$ cat config.mk
export PLATFORM = sky130hd
export DESIGN_NAME = conv_out_writer
export DESIGN_NICKNAME = d
export VERILOG_FILES = /design/src/rtl/conv_out_writer.sv
export SDC_FILE = /design/constraint.sdc
export NUM_CORES = 1
export LEC_CHECK = 0
export CAP_MARGIN = 5
export CORE_MARGIN = 2
export CORE_UTILIZATION = 40
export CTS_CLUSTER_SIZE = 14
export DETAILED_ROUTE_END_ITERATION = 6
export PLACE_DENSITY_LB_ADDON = 0.3
export SYNTH_ARGS = -nofsm -noshare
export SYNTH_HDL_FRONTEND = slang
export SYNTH_SLANG_ARGS = --single-unit
export TNS_END_PERCENT = 100
$ cat constraint.sdc
create_clock -name clk -period 2.2 [get_ports clk]
set_input_delay 0.33 -clock clk [delete_from_list [all_inputs] [get_ports clk]]
set_output_delay 0.33 -clock clk [all_outputs]
set_load 0.1 [all_outputs]
$ cat src/rtl/conv_out_writer.sv
// Conv result writer: buffers engine results, tags end-of-row/frame, absorbs backpressure.
// Define CONV_OUT_RELU_EN to clamp negative results to zero on the push path.
module conv_out_writer #(
    parameter int DATA_W     = 16,
    parameter int ROW_LEN    = 12,
    parameter int ROWS       = 10,
    parameter int FIFO_DEPTH = 4
) (
    input  logic              clk,
    input  logic              rst_n,
    input  logic              start,
    input  logic              res_valid,
    input  logic [DATA_W-1:0] res_data,
    output logic              res_ready,
    output logic              out_valid,
    output logic [DATA_W-1:0] out_data,
    output logic              out_eor,
    output logic              out_eof,
    input  logic              out_ready,
    output logic              busy,
    output logic              frame_done,
    output logic              overflow
);

    localparam int AW = $clog2(FIFO_DEPTH);
    localparam int PW = AW + 1;
    localparam int CW = (ROW_LEN > 1) ? $clog2(ROW_LEN) : 1;
    localparam int RW = (ROWS > 1) ? $clog2(ROWS) : 1;

    typedef enum logic [1:0] {
        IDLE,
        COLLECT,
        DRAIN
    } state_t;

    state_t            state_q, state_d;
    logic [CW-1:0]     col_q, col_d;
    logic [RW-1:0]     row_q, row_d;
    logic [PW-1:0]     wr_ptr_q, wr_ptr_d;
    logic [PW-1:0]     rd_ptr_q, rd_ptr_d;
    logic              overflow_q, overflow_d;
    logic              frame_done_q, frame_done_d;
    logic [DATA_W-1:0] data_q [FIFO_DEPTH];
    logic [DATA_W-1:0] data_d [FIFO_DEPTH];
    logic              eor_q [FIFO_DEPTH];
    logic              eor_d [FIFO_DEPTH];
    logic              eof_q [FIFO_DEPTH];
    logic              eof_d [FIFO_DEPTH];

    logic              full;
    logic              empty;
    logic              push;
    logic              pop;
    logic              push_eor;
    logic              push_eof;
    logic [DATA_W-1:0] push_data;

    // Same slot index with differing wrap bits means the writer lapped the reader.
    assign full  = (wr_ptr_q[AW] != rd_ptr_q[AW]) &&
                   (wr_ptr_q[AW-1:0] == rd_ptr_q[AW-1:0]);
    assign empty = (wr_ptr_q == rd_ptr_q);

    assign res_ready  = (state_q == COLLECT) && !full;
    assign out_valid  = !empty;
    assign out_data   = data_q[rd_ptr_q[AW-1:0]];
    assign out_eor    = eor_q[rd_ptr_q[AW-1:0]];
    assign out_eof    = eof_q[rd_ptr_q[AW-1:0]];
    assign busy       = (state_q != IDLE);
    assign frame_done = frame_done_q;
    assign overflow   = overflow_q;

    assign push     = res_valid && res_ready;
    assign pop      = out_valid && out_ready;
    assign push_eor = (col_q == CW'(ROW_LEN - 1));
    assign push_eof = push_eor && (row_q == RW'(ROWS - 1));

`ifdef CONV_OUT_RELU_EN
    assign push_data = res_data[DATA_W-1] ? '0 : res_data;
`else
    assign push_data = res_data;
`endif

    always_comb begin
        state_d      = state_q;
        col_d        = col_q;
        row_d        = row_q;
        wr_ptr_d     = wr_ptr_q;
        rd_ptr_d     = rd_ptr_q;
        overflow_d   = overflow_q;
        frame_done_d = 1'b0;
        data_d       = data_q;
        eor_d        = eor_q;
        eof_d        = eof_q;

        if (push) begin
            data_d[wr_ptr_q[AW-1:0]] = push_data;
            eor_d[wr_ptr_q[AW-1:0]]  = push_eor;
            eof_d[wr_ptr_q[AW-1:0]]  = push_eof;
            wr_ptr_d = wr_ptr_q + PW'(1);
            if (push_eor) begin
                col_d = '0;
                if (row_q != RW'(ROWS - 1)) begin
                    row_d = row_q + RW'(1);
                end
            end else begin
                col_d = col_q + CW'(1);
            end
        end

        if (pop) begin
            rd_ptr_d = rd_ptr_q + PW'(1);
        end

        unique case (state_q)
            IDLE: begin
                if (start) begin
                    state_d    = COLLECT;
                    col_d      = '0;
                    row_d      = '0;
                    overflow_d = 1'b0;
                end
            end
            COLLECT: begin
                if (res_valid && !res_ready) begin
                    overflow_d = 1'b1;
                end
                if (push && push_eof) begin
                    state_d = DRAIN;
                end
            end
            DRAIN: begin
                if (pop && out_eof) begin
                    state_d      = IDLE;
                    frame_done_d = 1'b1;
                end
            end
            default: state_d = IDLE;
        endcase
    end

    always_ff @(posedge clk or negedge rst_n) begin
        if (!rst_n) begin
            state_q      <= IDLE;
            col_q        <= '0;
            row_q        <= '0;
            wr_ptr_q     <= '0;
            rd_ptr_q     <= '0;
            overflow_q   <= 1'b0;
            frame_done_q <= 1'b0;
            for (int i = 0; i < FIFO_DEPTH; i++) begin
                data_q[i] <= '0;
                eor_q[i]  <= 1'b0;
                eof_q[i]  <= 1'b0;
            end
        end else begin
            state_q      <= state_d;
            col_q        <= col_d;
            row_q        <= row_d;
            wr_ptr_q     <= wr_ptr_d;
            rd_ptr_q     <= rd_ptr_d;
            overflow_q   <= overflow_d;
            frame_done_q <= frame_done_d;
            for (int i = 0; i < FIFO_DEPTH; i++) begin
                data_q[i] <= data_d[i];
                eor_q[i]  <= eor_d[i];
                eof_q[i]  <= eof_d[i];
            end
        end
    end

endmodule
# == Yosys cells after proc, flatten, opt, wreduce, memory -nomap -nowiden ==
# Cells that the tools add are included.
# Widths: inputs -> output; s select.
# op_classes
add_sub_neg,4
order_cmp,3
eq_ne,12
mux,34
n_bitwise,2
n_reduce_logical,17
# ops
operator,n
$bwmux 64,1
$mux 16,3
$mux 4,9
$bmux 16 s2,1
$demux 16 s2,1
$logic_and 1x1->1,9
$mux 1,9
$add 4x1->4 const B,2
$bwmux 4,2
$eq 4x4->1 const B,2
$add 3x1->3 const B,2
$ge 3x3->1 const B,2
$mux 2,3
$not 2->3,2
$pmux 2 s3,1
$reduce_and 3->1,2
$bmux 1 s2,2
$ne 2x1->1 const B,2
$ne 2x2->1 const B,2
$ne 4x4->1 const B,1
$reduce_bool 2->1,2
$eq 3x3->1,1
$logic_not 1->1,3
$lt 3x1->1 const B,1
other kinds (7),7
# totals
ff_bits,90
input_bits,21
output_inout_bits,23
wordCells,91

# == Logic depth before layout (Yosys ltp) ==
# Gate-level depths: netlist of run 1.
# depth
depth_word,8
ltp_mapped,6
mapped_depth_nobuf,6

# == Worst setup path before layout of run 1 ==
# OpenSTA, ideal clock, no wires.
# synth_timing
path_kind,flip-flop to output port
start,register rd_ptr_q[2]
end,output res_ready
arrival_time_ns,2.062
t_required_ns,1.870
setup_slack_ns,-0.192
path_stages_with_launch,4
path_buffers,0
path_cell_list,dfrtp_1 > xnor2_1 > nor3_2 > nor2_1
# synth_via
elab_chain_len,4
# synth_lines
element,line,source
start: declaration,40,"logic [PW-1:0] rd_ptr_q, rd_ptr_d;"
start signal: assignment,160,rd_ptr_q <= rd_ptr_d;
$ne 1x1->1,59,assign full = (wr_ptr_q[AW] != rd_ptr_q[AW]) &&
$logic_and 1x1->1,59,
$logic_not 1->1,63,assign res_ready = (state_q == COLLECT) && !full;
$logic_and 1x1->1,63,
end: declaration,14,"output logic res_ready,"
# Every way passes these cells.

# == Worst setup path after layout of run 1 ==
# layout_timing
start,register rd_ptr_q[0]
end,output out_data[6]
# layout_via
elab_chain_len,4
# layout_lines
element,line,source
$not 2->3 (implied by the code),65,assign out_data = data_q[rd_ptr_q[AW-1:0]];
$bmux 16 s2,65,
$mux 16 (implied by the code) (2 in a row),65,
end: declaration,16,"output logic [DATA_W-1:0] out_data,"
# Every way passes these cells. The select of a mux whose other input is x is not followed.

==> summary.md, run 1 <==
| Metric | Value |
|---|---|
| Status | complete, no violations |
| Hold Fails Final Rpt | 0 |
| Critical path capture point | out_data[6] |
| Clock Latency Late Sink | 0.35 ns |
| Core area | 10,100 um2 |
| Nets@finish | 354 |
| Root Buffer | clkbuf_8 |
| Minimum clock period | 2.13 ns |
| Via count | 2,393 |
| Post-Synthesis Cells | 272 |
| # Max-Cap Violations | 0 |
| Antenna violations before repair | 0 |
| Number of inserted diodes | 0 |
| Commonest cells after routing, fill and taps aside | 90 x dfrtp_1, 39 x mux2_1, 34 x mux2_2, 22 x buf_12, 19 x clkdlybuf4s50_1 |
| WL final | 7.69 mm |
| EDFF count, synth | 0 |
| DR pass1 iterations | 4 |
| Final Max Tran Viols | 0 |
| DIE AREA | 11,100 um2 |
| Final GP Congestion | 0.710 |
| GRT Overall Usage | 0.152 |
| Via density per instance | 5.16 |
| FILL cells | approximately 870 |
| Cell Area, Synth | between 4000 and 5000 um2 |
| Die Wd | 105 um |
| Reg clk slew, reported paths | 0.08 ns |
| Synth async-reset ratio | 1.00 |
| Sink count of the clock tree | 90 |
| Layout cells sized above 1 | 0.335 |
| Top_reg_cell synth | dfrtp_1 |
| Row Count | 37 |
| Largest net degree at the start of global routing | between 50 and 60 |
| RSZ-0062 raised after global routing | yes |
| Worst setup path startpoint | rd_ptr_q[0]$_DFFE_PN0P_ |
| Crit end category | output port |
| R2R Path End | data_q[6]$_DFFE_PN0P_ |
| Antenna Nets Post-Route | 0 |
| Worst slew margin | 0.666 |
| Tightest Hold Check Type | register to register |
| Clock tree buffer depth | 2 |
| Commonest non-fill, non-tap cell in the layout | dfrtp_1 |
| H-tree depth | 3 |
| Worst hold slack | between 0.4 and 0.5 ns |
| TritonCTS clock tree | built |
| Register bit total from synthesis | 90 |
| First-pass GRT wire length | 13.1 mm |
| Measured slew at the worst slew-check pin | 0.501 ns |
| # setup viols final | 0 |
| Crit-path max FO | 12 |
| WL/cell | 16.6 um |
| 1st-iter DRT viols | 95 |
| # IOs | 44 |
| IO buf count | 43 |
| DRC errors left | 0 |
| Die Span Y | roughly 110 um |
| Worst r2r src | wr_ptr_q[1]$_DFFE_PN0P_ |
| Required arrival time at the worst endpoint | 1.87 ns |
| Post-CTS setup buffers | 0 |
| Syn_area_per_cell | roughly 15 um2 |
| Crit path DAT | 1.80 ns |
| Final worst path period share | 0.968 |
| Fmax | 469 MHz |
| Starting Density | 0.406 |
| GR Overflow Total | 0 |
| Syn nets | 301 |
| Inserted Clock Buffers | 9 |
| Vias in the first global route | roughly 2,500 |
| Post-DP HPWL | 5.02 mm |
| Yosys warning total | 0 |
| Setup slack, reg-to-reg | around 0.28 ns |
| Worst Setup Start Kind | register |
| Clk_skew | 0.00770 ns |
| FF-to-FF path depth | 5 |
| Post-synth cell types | 37 |
| Register area share after synthesis | 0.548 |
| CP Class | register to output port |
| Area grow syn2layout | 24.1% |
## critical path, cell delays in order (launching register included)
cell and delay (ns):
dfrtp_1 0.43, buf_6 0.23, mux4_2 0.59, buf_12 0.20
## per-stage QoR
| step | instance area (um2) | instances | utilization | setup TNS (ns) | setup slack, ns |
|---|---|---|---|---|---|
| floorplan | 4120 | 272 | - | 0 | 0.0817 |
| global placement | 4920 | 449 | 0.486 | 0 | 0.261 |
| global route | 5100 | 464 | 0.504 | -0.0106 | -0.00749 |
| detailed placement | 4920 | 449 | 0.486 | 0 | 0.228 |
| CTS | 5100 | 464 | 0.503 | 0 | 0.00125 |
| finish | 5100 | 464 | 0.504 | 0 | 0.0700 |
## worst min path at each step
| stage | endpoint | from | depth (start not counted) |
|---|---|---|---|
| after floorplan | col_q[0]$_DFF_PN0_ | rst_n | 0 |
| after global placement | frame_done$_DFF_PN0_ | rst_n | 1 |
| after detailed placement | frame_done$_DFF_PN0_ | rst_n | 1 |
| after CTS | data_q[24]$_DFFE_PN0P_ | data_q[24]$_DFFE_PN0P_ | 1 |
| after global routing | data_q[10]$_DFFE_PN0P_ | data_q[10]$_DFFE_PN0P_ | 1 |
| final | data_q[22]$_DFFE_PN0P_ | data_q[22]$_DFFE_PN0P_ | 1 |
## sequential cells by signal, summed over array words and instances, names as in the netlist
signal      flops
data_q         64
wr_ptr_q        3
col_q           4
state_q         2
eof_q           4
overflow        1
eor_q           4
row_q           4
frame_done      1
rd_ptr_q        3
## layer usage
layer / track usage / part of all wire / vias up
met2: 0.240 / 0.50 / 35
met3: 0.0260 / 0.032 / 10
met1: 0.209 / 0.46 / 1244
met4: 0.0629 / 0.013 / 0
li1: - / - / 1104
met5: 0 / 0 / -
## area by class of cell
cell class | instances | area [um2] | share of cell area
clock buffer | 10 | 138 | 0.0270
clock inverter | 4 | 20.0 | 0.00392
inverter | 5 | 18.8 | 0.00368
multi-input combinational | 166 | 1780 | 0.349
sequential | 90 | 2250 | 0.441
tap | 136 | 170 | 0.0333
timing repair buffer | 53 | 727 | 0.142
## cell usage after synthesis, types with 3 or more instances
cell      instances  area share
dfrtp_1          90        0.55
mux2_1           39        0.11
mux2_2           34       0.093
mux4_2           18       0.099
nand2_1           9      0.0082
ha_1              8       0.024
o21ai_0           7      0.0085
inv_1             5      0.0046
nand3_1           5      0.0061
xnor2_1           5       0.011
nor2_1            4      0.0036
a21oi_1           3      0.0036
buf_2             3      0.0036
buf_6             3      0.0082
clkbuf_1          3      0.0027
nand2_4           3      0.0082
nand2b_1          3      0.0046
or3_1             3      0.0046
## cell families after synthesis
| logic type | count (synthesis) | synth area share |
|---|---|---|
| compound gates | 18 | 0.0283 |
| mux | 91 | 0.298 |
| flops | 90 | 0.548 |
| buf+inv | 16 | 0.0228 |
| xor+xnor | 7 | 0.0149 |
| simple gates | 42 | 0.0636 |
| fa+ha+maj | 8 | 0.0243 |
## repair_timing
item / CTS / global route
hold buffers: 1 / 0
endpoints found under the setup margin: 9 / 3
resized for setup: 2 / 1
hold endpoints to repair: 36 / 0
gates cloned: 0 / 0
Power of run 1 is not shown: default switching activity piles up to over one toggle a cycle in this logic, so the estimate is an artifact.
==> inputs of run 2 (changes only) <==
--- a/config.mk
+++ b/config.mk
@@ -8,6 +8,7 @@
 export CAP_MARGIN = 5
 export CORE_MARGIN = 2
 export CORE_UTILIZATION = 40
+export CTS_BUF_LIST = sky130_fd_sc_hd__clkbuf_4
 export CTS_CLUSTER_SIZE = 14
 export DETAILED_ROUTE_END_ITERATION = 6
 export PLACE_DENSITY_LB_ADDON = 0.3
==> summary.md, run 2 (synthesized netlist as in run 1, its figures left out) <==
| Metric | Value |
|---|---|
| Crit path DAT | 1.85 ns |
| Via count | 2,416 |
| Crit-path max FO | 4 |
| Die Wd | 105 um |
| Most flops, register | data_q |
| Status | complete, no violations |
| WL final | around 7.7 mm |
| Slowest CP cell | dfrtp_2 |
| Clk_skew | roughly 0.014 ns |
| Clock Latency Late Sink | 0.43 ns |
| # setup viols final | 0 |
| Measured slew at the worst slew-check pin | 0.500 ns |
| Antenna violations before repair | 0 |
| Layout cells sized above 1 | 0.340 |
| Die Span Y | 105 um |
| 1st-iter DRT viols | 109 |
| Number of inserted diodes | 0 |
| Final worst path period share | 0.991 |
| Tightest Hold Check Type | input port to asynchronous set/reset pin |
| Minimum clock period | 2.18 ns |
| CP Class | register to output port |
| Hold Fails Final Rpt | 0 |
| DRC errors left | 0 |
| Inserted Clock Buffers | 9 |
| Commonest cells after routing, fill and taps aside | 89 x dfrtp_1, 39 x mux2_1, 34 x mux2_2, 23 x buf_12, 19 x clkdlybuf4s50_1 |
| Via density per instance | roughly 5.2 |
| # Max-Cap Violations | 0 |
| Commonest non-fill, non-tap cell in the layout | dfrtp_1 |
| Worst slew margin | 0.667 |
| GRT Overall Usage | 0.154 |
| Largest net degree at the start of global routing | 55 |
| # IOs | 44 |
| DIE AREA | ~11,000 um2 |
| RSZ-0062 raised after global routing | yes |
| Clock tree buffer depth | 2 |
| GR Overflow Total | 0 |
| Reg clk slew, reported paths | 0.13 ns |
| Largest register FFs | 64 |
| H-tree depth | 3 |
| Area grow syn2layout | 23.4% |
| Crit end category | output port |
| First-pass GRT wire length | 13.1 mm |
| Root Buffer | clkbuf_4 |
| Final Max Tran Viols | 0 |
| CP Cell Sequence | xor2_1, buf_4, or3b_4, buf_12 |
| Vias in the first global route | 2,497 |
| Fin area | 5070 um2 |
| Row Count | 37 |
| Antenna Nets Post-Route | 0 |
| Final GP Congestion | around 0.71 |
| Post-DP Area | about 5000 um2 |
| TritonCTS clock tree | built |
| Sink count of the clock tree | 90 |
| Nets@finish | 355 |
| Post-DP HPWL | approximately 5.0 mm |
| IO buf count | 43 |
| Max incr delay on CP | between 0.4 and 0.5 ns |
| Starting Density | 0.406 |
| WL/cell | 16.6 um |
| DR pass1 iterations | 4 |
| Core area | between 10,000 and 15,000 um2 |
| Required arrival time at the worst endpoint | 1.87 ns |
| Worst Setup Start Kind | register |
| Fmax | 459 MHz |
[run 2: path summary, 6_finish.rpt]
kind | start | to | slack (ns) | cells after the start
hold reg to reg | data_q[21]$_DFFE_PN0P_ | data_q[21]$_DFFE_PN0P_ | 0.50 | 1
hold / removal | rst_n | frame_done$_DFF_PN0_ | 0.39 | 2
setup / recovery | rd_ptr_q[0]$_DFFE_PN0P_ | out_valid | 0.02 | 4
min in group clk | data_q[21]$_DFFE_PN0P_ | data_q[21]$_DFFE_PN0P_ | 0.50 | 1
max in group asynchronous | rst_n | data_q[40]$_DFFE_PN0P_ | 1.15 | 3
setup reg to reg | wr_ptr_q[1]$_DFFE_PN0P_ | data_q[6]$_DFFE_PN0P_ | 0.25 | 5
[run 2: cell type report]
type / count / area [um2]
fillers: 874 / 5060
well taps: 136 / 170
flip-flops and latches: 90 / 2250
clock inverters: 5 / 23.8
repair buffers: 54 / 747
multi-input cells: 166 / 1790
inverters: 5 / 18.8
clock buffers: 9 / 67.6
[run 2: layer usage]
metal	up-vias	global-route usage	wire length [um]
met5	-	0	0
li1	1110	-	-
met4	0	0.0600	134
met1	1261	0.211	3550
met3	10	0.0334	291
met2	35	0.240	3750
[run 2: metrics by stage]
step	worst slack (ns)	setup TNS (ns)	util	cells	hold slack, ns
3_5_place_dp	0.228	0	0.486	449	0.342
2_1_floorplan	0.0817	0	-	272	0.0344
4_1_cts	-0.00971	-0.0121	0.498	464	0.401
5_1_grt	-0.0535	-0.626	0.500	465	0.416
3_3_place_gp	0.261	0	0.486	449	0.335
6_report	0.0195	0	0.500	465	0.388
[run 2: repair_timing]
action	CTS	global route
hold buffers	1	0
gates resized for setup	6	3
setup buffers	0	1
setup endpoints to repair	19	20
endpoints found under the hold margin	36	0
[run 2: worst max-delay path, delay by kind of cell, from the launching register on]
| kind | cells | cell delay, ns |
|---|---|---|
| buffers and inverters | 2 | 0.34 |
| XOR/XNOR | 1 | 0.19 |
| flip-flops | 1 | 0.48 |
| AND/OR/NAND/NOR | 1 | 0.41 |
Power of run 2 is left out for the same reason.
==> RTL edit 1: new RTL, flow settings as in run 2 <==
The option `CONV_OUT_RELU_EN` is turned on by a define.
--- a/src/rtl/conv_out_writer.sv
+++ b/src/rtl/conv_out_writer.sv
@@ -1,5 +1,7 @@
 // Conv result writer: buffers engine results, tags end-of-row/frame, absorbs backpressure.
 // Define CONV_OUT_RELU_EN to clamp negative results to zero on the push path.
+`define CONV_OUT_RELU_EN
+
 module conv_out_writer #(
     parameter int DATA_W     = 16,
     parameter int ROW_LEN    = 12,
Function: changed (a bounded check fails within 4 cycles, from zero or initial values and one cycle with rst_n low).
==> RTL edit 1 against run 2 <==
Clock skew rose by 5.9 ps. Highest routed layer unchanged. Design area fell by 1.8%. Critical path depth fell by 1. Synthesized area fell by 5.2%. Setup slack got worse by 6.0 ps. Sequential cell count fell by 4. Wire length rose by 2.5%.
Power is not shown: default switching activity piles up to over one toggle a cycle in this logic, so the estimate is an artifact.
==> RTL edit 1: results <==
status:
  status: "complete, no violations"
cells_and_area:
  layout.nets: 436
  largest_reg_flops: 60
  multi_input_area_um2: 1700
  clk_share_pct: 2.84
  seq_area_um2: 2150
  drive_gt1_share_pct: 20.1
  n_all_buffers: 60
  buf_share_pct: 15.8
timing:
  slew_headroom_pct: 30.5
  clock_skew_ps: 20.1
routing:
  wl_met1_um: 3720
  vias_per_cell: 5.01
  wl_per_cell_um: 14.5
  drt_iter0_markers: 93
  met2_length_um: 3870
placement:
  port_buffers: 42
  gp_congestion: 0.726
synth:
  ys_ff_latch: 86
  ys_types: 34
  synth_common_cells: "dfrtp_1 (86), nand2_1 (75), o21ai_0 (73)"
  ys_seq_area_share_pct: 55.2
grt:
  grt_util_met1_pct: 22.6
  grt_usage_pct: 16.5
setup_path:
  worst_r2r_path_depth: 4
[RTL edit 1: final timing paths]
kind | slack, ps | from | end
worst max register to register | 40 | wr_ptr_q[1] | wr_ptr_q[1]
worst min-delay path | 280 | rst_n | data_q[52]
worst max-delay path | 10 | rd_ptr_q[0] | out_eof
max in group asynchronous | 1280 | rst_n | data_q[27]
min in group clk | 490 | data_q[28] | data_q[28]
worst min register to register | 490 | data_q[28] | data_q[28]
[RTL edit 1: cell families (layout without fill, tap and decap cells)]
kind of cell,count (synthesis),count (layout),synth area share [%]
AND/OR/NAND/NOR,111,111,12.9
AO/OA/AOI/OAI,92,92,13.1
flip-flops,86,86,55.2
buffers and inverters,29,85,3.24
multiplexers,20,20,10.7
XOR/XNOR,9,9,2.21
adder cells (fa/ha/maj),8,8,2.57
other,1,1,0.0962
[RTL edit 1: stage by stage]
| step | setup WS (ps) | cells | TNS [ps] | hold slack, ps | utilization [%] |
|---|---|---|---|---|---|
| 2_1_floorplan | 44.9 | 356 | 0 | 34.4 | - |
| 3_3_place_gp | 116 | 528 | 0 | 194 | 49.9 |
| 3_5_place_dp | 58.1 | 528 | 0 | 199 | 49.9 |
| 4_1_cts | -36.9 | 545 | -51.5 | 253 | 51.7 |
| 5_1_grt | -113 | 545 | -1160 | 264 | 51.7 |
| 6_report | 13.5 | 545 | 0 | 283 | 51.7 |
[RTL edit 1: repair_timing]
action,CTS,global route
hold buffers,1,0
gates cloned,0,0
endpoints found under the hold margin,12,0
endpoints found under the setup margin,18,19
resized for setup,4,0
[RTL edit 1: critical path, stage by stage, from the launching register on]
cell     delay (ps)
dfrtp_1         420
buf_12          220
mux4_2          600
buf_12          200
==> RTL edit 2: new RTL, config.mk and constraints of run 2 <==
Without the edit above. Re-encode `state_t` (3 states) as one-hot, 3 bits wide.
--- a/src/rtl/conv_out_writer.sv
+++ b/src/rtl/conv_out_writer.sv
@@ -27,10 +27,10 @@
     localparam int CW = (ROW_LEN > 1) ? $clog2(ROW_LEN) : 1;
     localparam int RW = (ROWS > 1) ? $clog2(ROWS) : 1;
 
-    typedef enum logic [1:0] {
-        IDLE,
-        COLLECT,
-        DRAIN
+    typedef enum logic [2:0] {
+        IDLE    = 3'b001,
+        COLLECT = 3'b010,
+        DRAIN   = 3'b100
     } state_t;
 
     state_t            state_q, state_d;
Formal check against the unedited RTL: same outputs for any inputs over 4 cycles, from zero or initial values and one cycle with rst_n low; so few cycles prove little.
==> RTL edit 2 against run 2 <==
Sequential cell count up 1. Synthesized cell count rose by 4.8%. Design area rose by 6.2%. Setup slack worse by 3.7 ps. Critical path type unchanged. Synthesized area up 1.0%. Largest cell class unchanged. Wire length up 4.5%. Critical endpoint is now out_eof.
Power is not shown: default switching activity piles up to over one toggle a cycle in this logic, so the estimate is an artifact.
==> RTL edit 2: results <==
synth:
  synth_fp_nets: 314
  netlist_instances: 285
  synthAdderAreaFrac_pct: 2.41
  ys_seq_area_share_pct: 54.8
  yosys-top-cells-area: "dfrtp_1 (54%), mux2_2 (17%), mux4_2 (9.8%), ha_1 (2.4%), o21ai_0 (1.4%)"
  ys_types: 34
  yosysWarnings: 0
  synth_common_cells: "dfrtp_1 (90), mux2_2 (64), mux4_2 (18)"
  postSynth.asyncResetShare_pct: 100
  synth_compound_area_share_pct: 4.94
  synth-xor-area-share_pct: 2.23
  synthMuxAreaShare_pct: 28.2
setup_path:
  crit_arrival_ps: 1850
  r2r-end: "data_q[27]"
  reg2reg_setup_slack_ps: 190
  cp_max_fo: 10
  reg2reg_from: "rd_ptr_q[0]"
  worst_r2r_path_depth: 6
  endpoint: "out_eof"
  cp-start-kind: "flip-flop"
clocking:
  htree_levels: 3
  ctsRootBufferMaster: "clkbuf_4"
  clock_latency_ps: 440
  clk_pin_slew_ps: 160
  cts-buffers-inserted: 9
  cts.path.max_buffers: 2
flow_run:
  max-cap-violations: 0
placement:
  gp_congestion: 0.756
  port_buffers: 43
  dpl.hpwl_um: 5320
routing:
  drt_iter0_markers: 112
  wl_per_cell_um: 16.5
  vias_per_cell: 5.16
  drtPass1Iterations: 4
grt:
  grt_usage_pct: 15.5
  antenna_found_initial: 0
  grt_max_degree: 46
  grt_first_pass_wirelength_um: 13400
  grt_pass1_vias: 2631
timing:
  clock_skew_ps: 29.7
  slew_headroom_pct: 60.1
cells_and_area:
  layout.nets: 380
  top_register: "data_q"
  drive_gt1_share_pct: 45.6
  largest_reg_flops: 64
  diodes: 0
status:
  status: "complete, no violations"
hold_path:
  hold_class: "in -> async"
==> RTL edit 2: changes by cell type after synthesis, sizes merged, moves of 3 or more <==
cell / delta
mux2: -6
a21oi: +3
nand2b: -3
nor2: +3
o311ai: +4
o21ai: +6
buf: +3
or4: +6
nand2: +4
==> RTL edit 2: per-layer routing <==
layer  up-vias  share of wire [%]  GRT usage, %
met5         -                  0             0
met2        33                 48          24.5
li1       1187                  -             -
met1      1307                 48          21.7
met3         9                2.5          3.00
met4         0                1.4          5.08
==> RTL edit 2: cell families (layout without fill, tap and decap cells) <==
logic type / after synthesis / in the layout
DFF: 91 / 91
muxes: 86 / 86
and+or+nand+nor: 43 / 43
AOI/OAI and AO/OA: 31 / 31
buffers and inverters: 18 / 88
adders and majority gates: 8 / 8
xor gates and xnor gates: 8 / 8
==> RTL edit 2: what timing repair did <==
action / in CTS / in global routing
setup endpoints to repair: 20 / 25
gates resized for setup: 7 / 1
gates cloned: 1 / 0
pin swaps: 1 / 1
endpoints found under the hold margin: 42 / 0
hold buffers: 1 / 0
setup buffers: 1 / 4
==> RTL edit 2: metrics by stage <==
step	area, µm²	setup slack, ps	instances
2_1_floorplan	4160	39.5	285
3_3_place_gp	5160	91.0	469
3_5_place_dp	5160	38.8	469
4_1_cts	5340	-44.7	487
5_1_grt	5390	-76.7	491
6_report	5390	15.8	491
==> RTL edit 2: critical path: stages, from the launching register on <==
cell and delay [ps]:
dfrtp_2 480, buf_12 180, mux4_2 570, buf_12 200
==> RTL edit 2: worst min-delay path by stage <==
stage,start,cells after the start,slack [ps],to
global placement,rst_n,1,380,data_q[30]
finish,rst_n,2,400,data_q[30]
floorplan,rst_n,0,30,col_q[0]
CTS,rst_n,2,420,data_q[30]
global route,rst_n,2,430,data_q[30]
detailed placement,rst_n,1,380,data_q[30]
==> RTL edit 2: final cells by class <==
type	instances	area [µm²]
well taps	136	170
clock buffers	9	67.6
multi-input cells	176	1870
inverters	5	18.8
flip-flops and latches	91	2280
fillers	852	4800
clock inverters	6	48.8
repair buffers	68	926
